<file path="src/rtl/mole_actuator_pkg.sv">
// Shared types and default timing for the mole coil actuator.
// The default timing assumes a 100 MHz clock.
package mole_actuator_pkg;

  typedef enum logic [2:0] {
    S_IDLE = 3'd0,
    S_PEND = 3'd1,
    S_KICK = 3'd2,
    S_HOLD = 3'd3,
    S_COOL = 3'd4
  } coil_state_e;

  localparam int unsigned DEF_N_MOLE     = 3;
  localparam int unsigned DEF_KICK_CYC   = 2_000_000;
  localparam int unsigned DEF_PWM_PERIOD = 1000;
  localparam int unsigned DEF_PWM_DUTY   = 400;
  localparam int unsigned DEF_COOL_CYC   = 10_000_000;
  localparam int unsigned DEF_HOLD_W     = 28;

  // The kick and cool phases share one down-counter, so it must be wide enough for the longer phase.
  function automatic int unsigned timer_width(int unsigned kick_cyc, int unsigned cool_cyc);
    return $clog2(((kick_cyc > cool_cyc) ? kick_cyc : cool_cyc) + 1);
  endfunction

endpackage

</file>
<file path="src/rtl/mole_actuator_if.sv">
// Command and drive bundle between the game logic (master) and the coil actuator (slave).
interface mole_actuator_if #(
  parameter int unsigned N_MOLE = 3,
  parameter int unsigned HOLD_W = 28
);
  logic [N_MOLE-1:0] raise;
  logic [N_MOLE-1:0] drop;
  logic [HOLD_W-1:0] hold_cycles;
  logic [N_MOLE-1:0] mole_en;
  logic [N_MOLE-1:0] up;
  logic [N_MOLE-1:0] busy;
  logic [N_MOLE-1:0] timeout;

  modport master (output raise, drop, hold_cycles, input mole_en, up, busy, timeout);
  modport slave  (input raise, drop, hold_cycles, output mole_en, up, busy, timeout);
endinterface

</file>
<file path="src/rtl/mole_actuator_coil_ch.sv">
// One coil channel: request, kick, PWM hold and cooldown phases.
// Kick/cool share one timer; the hold time has a separate counter.
module mole_actuator_coil_ch
  import mole_actuator_pkg::*;
#(
  parameter int unsigned KICK_CYC = DEF_KICK_CYC,
  parameter int unsigned COOL_CYC = DEF_COOL_CYC,
  parameter int unsigned HOLD_W   = DEF_HOLD_W
) (
  input  logic              clk,
  input  logic              rst,
  input  logic              raise_i,
  input  logic              drop_i,
  input  logic [HOLD_W-1:0] hold_cycles_i,
  input  logic              grant_i,
  input  logic              pwm_on_i,
  output logic              pend_o,
  output logic              in_kick_o,
  output logic              mole_en_o,
  output logic              up_o,
  output logic              busy_o,
  output logic              timeout_o
);

  localparam int unsigned       TW        = timer_width(KICK_CYC, COOL_CYC);
  localparam logic [TW-1:0]     KICK_LOAD = TW'(KICK_CYC - 1);
  localparam logic [TW-1:0]     COOL_LOAD = TW'(COOL_CYC - 1);
  localparam logic [HOLD_W-1:0] HOLD_ONE  = HOLD_W'(1);

  coil_state_e       state_q, state_d;
  logic [TW-1:0]     timer_q, timer_d;
  logic [HOLD_W-1:0] hold_q, hold_d;
  logic              mole_en_q, mole_en_d;
  logic              up_q, up_d;
  logic              busy_q, busy_d;
  logic              timeout_q, timeout_d;
  logic              enter_cool;

  always_comb begin
    // NOTE: every _d is given its default first so no branch of the case can infer a latch.
    state_d    = state_q;
    timer_d    = timer_q;
    hold_d     = hold_q;
    timeout_d  = 1'b0;
    enter_cool = 1'b0;
    case (state_q)
      S_IDLE: if (raise_i && !drop_i) state_d = S_PEND;
      S_PEND: begin
        if (drop_i) begin
          state_d = S_IDLE;
        end else if (grant_i) begin
          state_d = S_KICK;
          timer_d = KICK_LOAD;
          hold_d  = hold_cycles_i;
        end
      end
      S_KICK: begin
        if (drop_i)               enter_cool = 1'b1;
        else if (timer_q != '0)   timer_d    = timer_q - 1'b1;
        else if (hold_q == '0)    enter_cool = 1'b1;
        else                      state_d    = S_HOLD;
      end
      S_HOLD: begin
        if (drop_i) begin
          enter_cool = 1'b1;
        end else if (hold_q == HOLD_ONE) begin
          enter_cool = 1'b1;
          timeout_d  = 1'b1;
        end else begin
          hold_d = hold_q - 1'b1;
        end
      end
      S_COOL: begin
        if (timer_q != '0) timer_d = timer_q - 1'b1;
        else               state_d = S_IDLE;
      end
      default: state_d = S_IDLE;
    endcase
    if (enter_cool) begin
      state_d = S_COOL;
      timer_d = COOL_LOAD;
      hold_d  = '0;
    end
    // Outputs are registered from the next state so they line up with the state they describe.
    mole_en_d = (state_d == S_KICK) || ((state_d == S_HOLD) && pwm_on_i);
    up_d      = (state_d == S_KICK) || (state_d == S_HOLD);
    busy_d    = (state_d != S_IDLE);
  end

  always_ff @(posedge clk) begin
    // NOTE: state registers use non-blocking assignments so every flop samples pre-edge values.
    if (rst) begin
      state_q   <= S_IDLE;
      timer_q   <= '0;
      hold_q    <= '0;
      mole_en_q <= 1'b0;
      up_q      <= 1'b0;
      busy_q    <= 1'b0;
      timeout_q <= 1'b0;
    end else begin
      state_q   <= state_d;
      timer_q   <= timer_d;
      hold_q    <= hold_d;
      mole_en_q <= mole_en_d;
      up_q      <= up_d;
      busy_q    <= busy_d;
      timeout_q <= timeout_d;
    end
  end

  // A channel on its last kick cycle (or being dropped) frees the kick slot for this edge.
  assign pend_o    = (state_q == S_PEND);
  assign in_kick_o = (state_q == S_KICK) && (timer_q != '0) && !drop_i;
  assign mole_en_o = mole_en_q;
  assign up_o      = up_q;
  assign busy_o    = busy_q;
  assign timeout_o = timeout_q;

endmodule

</file>
<file path="src/rtl/mole_actuator.sv">
// Multi-channel coil actuator: shared hold-phase PWM counter plus a fixed-priority arbiter
// that lets only one coil kick at a time to limit supply inrush.
module mole_actuator
  import mole_actuator_pkg::*;
#(
  parameter int unsigned N_MOLE     = DEF_N_MOLE,
  parameter int unsigned KICK_CYC   = DEF_KICK_CYC,
  parameter int unsigned PWM_PERIOD = DEF_PWM_PERIOD,
  parameter int unsigned PWM_DUTY   = DEF_PWM_DUTY,
  parameter int unsigned COOL_CYC   = DEF_COOL_CYC,
  parameter int unsigned HOLD_W     = DEF_HOLD_W
) (
  input  logic            clk,
  input  logic            rst,
  mole_actuator_if.slave  bus
);

  localparam int unsigned    PW       = (PWM_PERIOD > 1) ? $clog2(PWM_PERIOD) : 1;
  localparam int unsigned    PWC      = PW + 1;
  localparam logic [PW-1:0]  PWM_LAST = PW'(PWM_PERIOD - 1);
  localparam logic [PWC-1:0] DUTY_CMP = PWC'(PWM_DUTY);

  logic [PW-1:0]     pwm_cnt_q, pwm_cnt_d;
  logic              pwm_on;
  logic [N_MOLE-1:0] pend, in_kick, grant;
  logic [N_MOLE-1:0] mole_en_w, up_w, busy_w, timeout_w;

  // pwm_on describes the count of the coming cycle, matching the registered coil outputs.
  assign pwm_cnt_d = (pwm_cnt_q == PWM_LAST) ? '0 : pwm_cnt_q + 1'b1;
  assign pwm_on    = ({1'b0, pwm_cnt_d} < DUTY_CMP);

  always_ff @(posedge clk) begin
    if (rst) pwm_cnt_q <= '0;
    else     pwm_cnt_q <= pwm_cnt_d;
  end

  always_comb begin
    grant = '0;
    if (in_kick == '0) begin
      for (int i = 0; i < N_MOLE; i++) begin
        if (pend[i] && (grant == '0)) grant[i] = 1'b1;
      end
    end
  end

  for (genvar g = 0; g < N_MOLE; g++) begin : g_ch
    mole_actuator_coil_ch #(
      .KICK_CYC (KICK_CYC),
      .COOL_CYC (COOL_CYC),
      .HOLD_W   (HOLD_W)
    ) u_ch (
      .clk           (clk),
      .rst           (rst),
      .raise_i       (bus.raise[g]),
      .drop_i        (bus.drop[g]),
      .hold_cycles_i (bus.hold_cycles),
      .grant_i       (grant[g]),
      .pwm_on_i      (pwm_on),
      .pend_o        (pend[g]),
      .in_kick_o     (in_kick[g]),
      .mole_en_o     (mole_en_w[g]),
      .up_o          (up_w[g]),
      .busy_o        (busy_w[g]),
      .timeout_o     (timeout_w[g])
    );
  end

  assign bus.mole_en = mole_en_w;
  assign bus.up      = up_w;
  assign bus.busy    = busy_w;
  assign bus.timeout = timeout_w;

endmodule

</file>
<file path="src/flat_wrapper.sv">
// flat-port wrapper written by rule: the top's interface ports become plain ports
module mole_actuator_flat import mole_actuator_pkg::*;
#(
  parameter int unsigned N_MOLE     = DEF_N_MOLE,
  parameter int unsigned KICK_CYC   = DEF_KICK_CYC,
  parameter int unsigned PWM_PERIOD = DEF_PWM_PERIOD,
  parameter int unsigned PWM_DUTY   = DEF_PWM_DUTY,
  parameter int unsigned COOL_CYC   = DEF_COOL_CYC,
  parameter int unsigned HOLD_W     = DEF_HOLD_W
)
  (clk, rst, bus_raise, bus_drop, bus_hold_cycles, bus_mole_en, bus_up, bus_busy, bus_timeout);
  mole_actuator_if #(.N_MOLE(N_MOLE), .HOLD_W(HOLD_W)) bus_i ();
  input  logic clk;
  input  logic rst;
  input wire logic [$bits(bus_i.raise)-1:0] bus_raise;
  input wire logic [$bits(bus_i.drop)-1:0] bus_drop;
  input wire logic [$bits(bus_i.hold_cycles)-1:0] bus_hold_cycles;
  output wire logic [$bits(bus_i.mole_en)-1:0] bus_mole_en;
  output wire logic [$bits(bus_i.up)-1:0] bus_up;
  output wire logic [$bits(bus_i.busy)-1:0] bus_busy;
  output wire logic [$bits(bus_i.timeout)-1:0] bus_timeout;
  assign bus_i.raise = bus_raise;
  assign bus_i.drop = bus_drop;
  assign bus_i.hold_cycles = bus_hold_cycles;
  assign bus_mole_en = bus_i.mole_en;
  assign bus_up = bus_i.up;
  assign bus_busy = bus_i.busy;
  assign bus_timeout = bus_i.timeout;
  mole_actuator #(.N_MOLE(N_MOLE), .KICK_CYC(KICK_CYC), .PWM_PERIOD(PWM_PERIOD), .PWM_DUTY(PWM_DUTY), .COOL_CYC(COOL_CYC), .HOLD_W(HOLD_W)) u_core (.clk(clk), .rst(rst), .bus(bus_i));
endmodule
</file>
<file path="config.mk">
export PLATFORM = sky130hd
export DESIGN_NAME = mole_actuator_flat
export DESIGN_NICKNAME = d
export VERILOG_FILES = /design/src/rtl/mole_actuator_pkg.sv /design/src/rtl/mole_actuator_if.sv /design/src/rtl/mole_actuator_coil_ch.sv /design/src/rtl/mole_actuator.sv /design/src/flat_wrapper.sv
export SDC_FILE = /design/constraint.sdc
export NUM_CORES = 1
export LEC_CHECK = 0
export BUFFER_PORTS_ARGS = -buffer_cell sky130_fd_sc_hd__buf_2
export CAP_MARGIN = 10
export CORE_MARGIN = 2
export CORE_UTILIZATION = 60
export DETAILED_ROUTE_END_ITERATION = 7
export GPL_TIMING_DRIVEN = 0
export HOLD_SLACK_MARGIN = 0.03
export PLACE_DENSITY_LB_ADDON = 0.25
export SYNTH_ARGS = -nofsm -noshare
export SYNTH_HDL_FRONTEND = slang
export SYNTH_HIERARCHICAL = 1
export SYNTH_SLANG_ARGS = --single-unit
export TNS_END_PERCENT = 50
</file>
<file path="constraint.sdc">
create_clock -name clk -period 10.4 [get_ports clk]
set_input_delay 2.08 -clock clk [delete_from_list [all_inputs] [get_ports clk]]
set_output_delay 2.08 -clock clk [all_outputs]
set_load 0.02 [all_outputs]
</file>
==> impl_metrics.py <==
metrics = {
    "clocking": {
        "cts-buffers-inserted": 17,
        "hold_buffers": 0,
        "cts_resized": 0,
        "post-cts-setup-buffers": 0,
        "cts_sinks": 187,
        "cts_tree": "built",
        "cts_root_buffer": "clkbuf_16",
        "clk_path_buf_depth": 2,
        "clock_latency_ps": 440,
        "path_clk_slew_ps": 60,
        "htreeDepth": 4,
    },
    "critical_path": {
        "required_ps": 10760,
        "crit_fanout": 10,
        "arrival_ps": 5380,
        "setup.worst_path.start_class": "input pin",
        "critPathKind": "in2reg",
        "endpoint_kind": "flip-flop",
    },
    "global_routing": {
        "grt_max_degree": 17,
        "antenna_found_initial": 0,
        "grt_pass1_wl_um": 55000,
        "grt_pass1_vias": 10823,
        "grt.overflow.total": 0,
        "grt_util_all_layers_pct": 34.1,
    },
    "drt": {
        "route.detailed.drc": 0,
        "drtPass1Iterations": 6,
        "num_vias": 11775,
        "drt_iter0_drc": 1215,
        "antenna_left": 0,
        "totalWireLength_um": 34400,
        "wl_per_cell_um": 19.6,
        "vias_per_cell": 6.71,
    },
    "power": {
        "power_uw": 1680,
        "p_leak_uw": 0.00449,
        "max-vdd-ir-drop_mv": 0.107,
        "cellPowerDensity_mw_per_mm2": 136,
    },
    "sta": {
        "period_share_pct": 48.2,
        "slew_viol_final": 0,
        "holdWs_ps": 476,
        "tns_ps": 0,
        "setup_slack_ps": 5380,
        "grt_setup_unrepaired": "false",
        "finalSetupViolations": 0,
        "fin_crit_ps": 5020,
        "hold_viol": 0,
        "fin_skew_ps": 11.8,
        "fmax_mhz": 199,
        "worst_slew_margin_rel_pct": 35.6,
        "worst_slew_pin_slew_ps": 963,
    },
    "yosys": {
        "synthTopCellsByCount": "dfxtp_1, nor2_1, nand2_1, a21oi_1, o21ai_0",
        "yosysWarnings": 6,
        "synth_edf_count": 0,
        "ys_seq_area_share_pct": 33.4,
        "synth_top_area_cell": "dfxtp_1",
        "netlist.area_leader.share_pct": 33.4,
        "async_reset_ff_share_pct": 0,
        "ys_ff_latch": 187,
        "synthTopCellsByArea": "dfxtp_1, nor2_1, a21oi_1, nand2_1, o21ai_0",
        "synth-main-ff-cell": "dfxtp_1",
        "synth.net_count": 1498,
        "syn_area_mm2": 0.0112,
        "yosysMostFrequentCell": "dfxtp_1",
        "synth.avg_cell_area_um2": 7.76,
        "synth_cells": 1446,
        "synth.distinct_cells": 88,
    },
    "place": {
        "dp_hpwl_um": 23600,
        "port_buffers": 44,
        "dpl-instance-area_mm2": 0.0117,
        "gp_congestion": 0.976,
        "place_ws_ps": 4950,
    },
    "run": {
        "maxCapViolCount": 0,
    },
    "floorplan": {
        "io_pins": 48,
        "dieWidth_um": 141,
        "dieArea_mm2": 0.0198,
        "rows": 50,
        "start_util_pct": 60.6,
        "core_mm2": 0.0185,
        "die_h_um": 141,
    },
    "cells_and_area": {
        "antenna_cells": 0,
        "nets": 1561,
        "final_area_mm2": 0.0124,
        "syn_to_final_growth_pct": 10.2,
        "multi_input_area_mm2": 0.00691,
        "drive_above_1_share_pct": 11.1,
        "fill_cells": 1620,
        "seq_area_mm2": 0.00374,
    },
    "hold_path": {
        "min_path_type": "reg2reg",
    },
    "outcome": {
        "status": "finished, final reports clean",
    },
}
state kept, by name, indices dropped and copies added (netlist names):
register and count:
u_core/pwm_cnt_q 10, u_core/g_ch.u_ch/mole_en_o 3, u_core/g_ch.u_ch/busy_o 3, u_core/g_ch.u_ch/state_q 9
u_core/g_ch.u_ch/timer_q 72, u_core/g_ch.u_ch/hold_q 84, u_core/g_ch.u_ch/timeout_o 3, u_core/g_ch.u_ch/up_o 3
worst max-delay path, cell delays in order:
cell and delay, ps:
clkbuf_1 350, or3b_2 250, nor2_1 110, nor4_1 640, and3b_1 290, and3b_1 230, mux2i_1 90, a2bb2oi_1 260
or3_1 450, or4_1 470, a21oi_1 140
placed cells by master (no fill, tap or decap), types with 21 or more instances in the layout:
cell	n
dfxtp_1	187
nor2_1	168
a311oi_1	21
nand2b_1	24
inv_1	33
xnor2_1	37
clkbuf_1	49
nand2_1	142
o21ai_0	81
nor4_1	42
o31ai_1	21
a21oi_1	119
o22ai_1	23
nand3_1	43
buf_2	66
nor3_1	57
a31oi_1	42
a211oi_1	52
worst paths after layout:
path,start,to,slack (ps),cells after the start
max reg2reg,u_core/g_ch[2].u_ch/timer_q[7],u_core/g_ch[2].u_ch/timer_q[21],5870,13
min,u_core/g_ch[2].u_ch/hold_q[19],u_core/g_ch[2].u_ch/hold_q[19],480,2
min reg2reg,u_core/g_ch[2].u_ch/hold_q[19],u_core/g_ch[2].u_ch/hold_q[19],480,2
max,bus_drop[1],u_core/g_ch[2].u_ch/timer_q[21],5380,11
layer usage:
metal	GRT usage [%]	share of wire (%)
met5	0	0
met1	45.9	41
met4	15.4	3.6
met3	7.13	10
met2	52.9	45
area by class of cell:
cell class              count  area share, %
multi-input cells        1135           55.9
clock buffers              23           4.03
well taps                 234           2.37
inverters                  33           1.00
repair buffers             44           1.78
flip-flops and latches    187           30.3
plain buffers              91           3.57
clock inverters             9           1.07
logic make-up after synthesis:
logic type / Yosys count / share of synthesized area (%)
buffers and inverters: 124 / 5.04
adder cells (fa/ha/maj): 16 / 1.78
AO/OA/AOI/OAI: 459 / 27.6
multiplexers: 1 / 0.0892
XOR/XNOR: 38 / 2.97
flip-flops: 187 / 33.4
AND/OR/NAND/NOR: 621 / 29.1
where the power goes:
part           internal, µW  total (µW)  switching [µW]  leakage (µW)
sequential              727         738            11.5       0.00151
combinational          79.9         240             160       0.00268
clock                   412         701             289      0.000306
metrics by stage:
| step | utilization (%) | cells |
|---|---|---|
| 6_report | 66.8 | 1756 |
| 5_1_grt | 66.8 | 1756 |
| 4_1_cts | 66.8 | 1756 |
| 3_5_place_dp | 63.3 | 1724 |
| 3_3_place_gp | 63.3 | 1724 |
| 2_1_floorplan | - | 1446 |
Note: power is estimated with default switching activity, not from simulation.
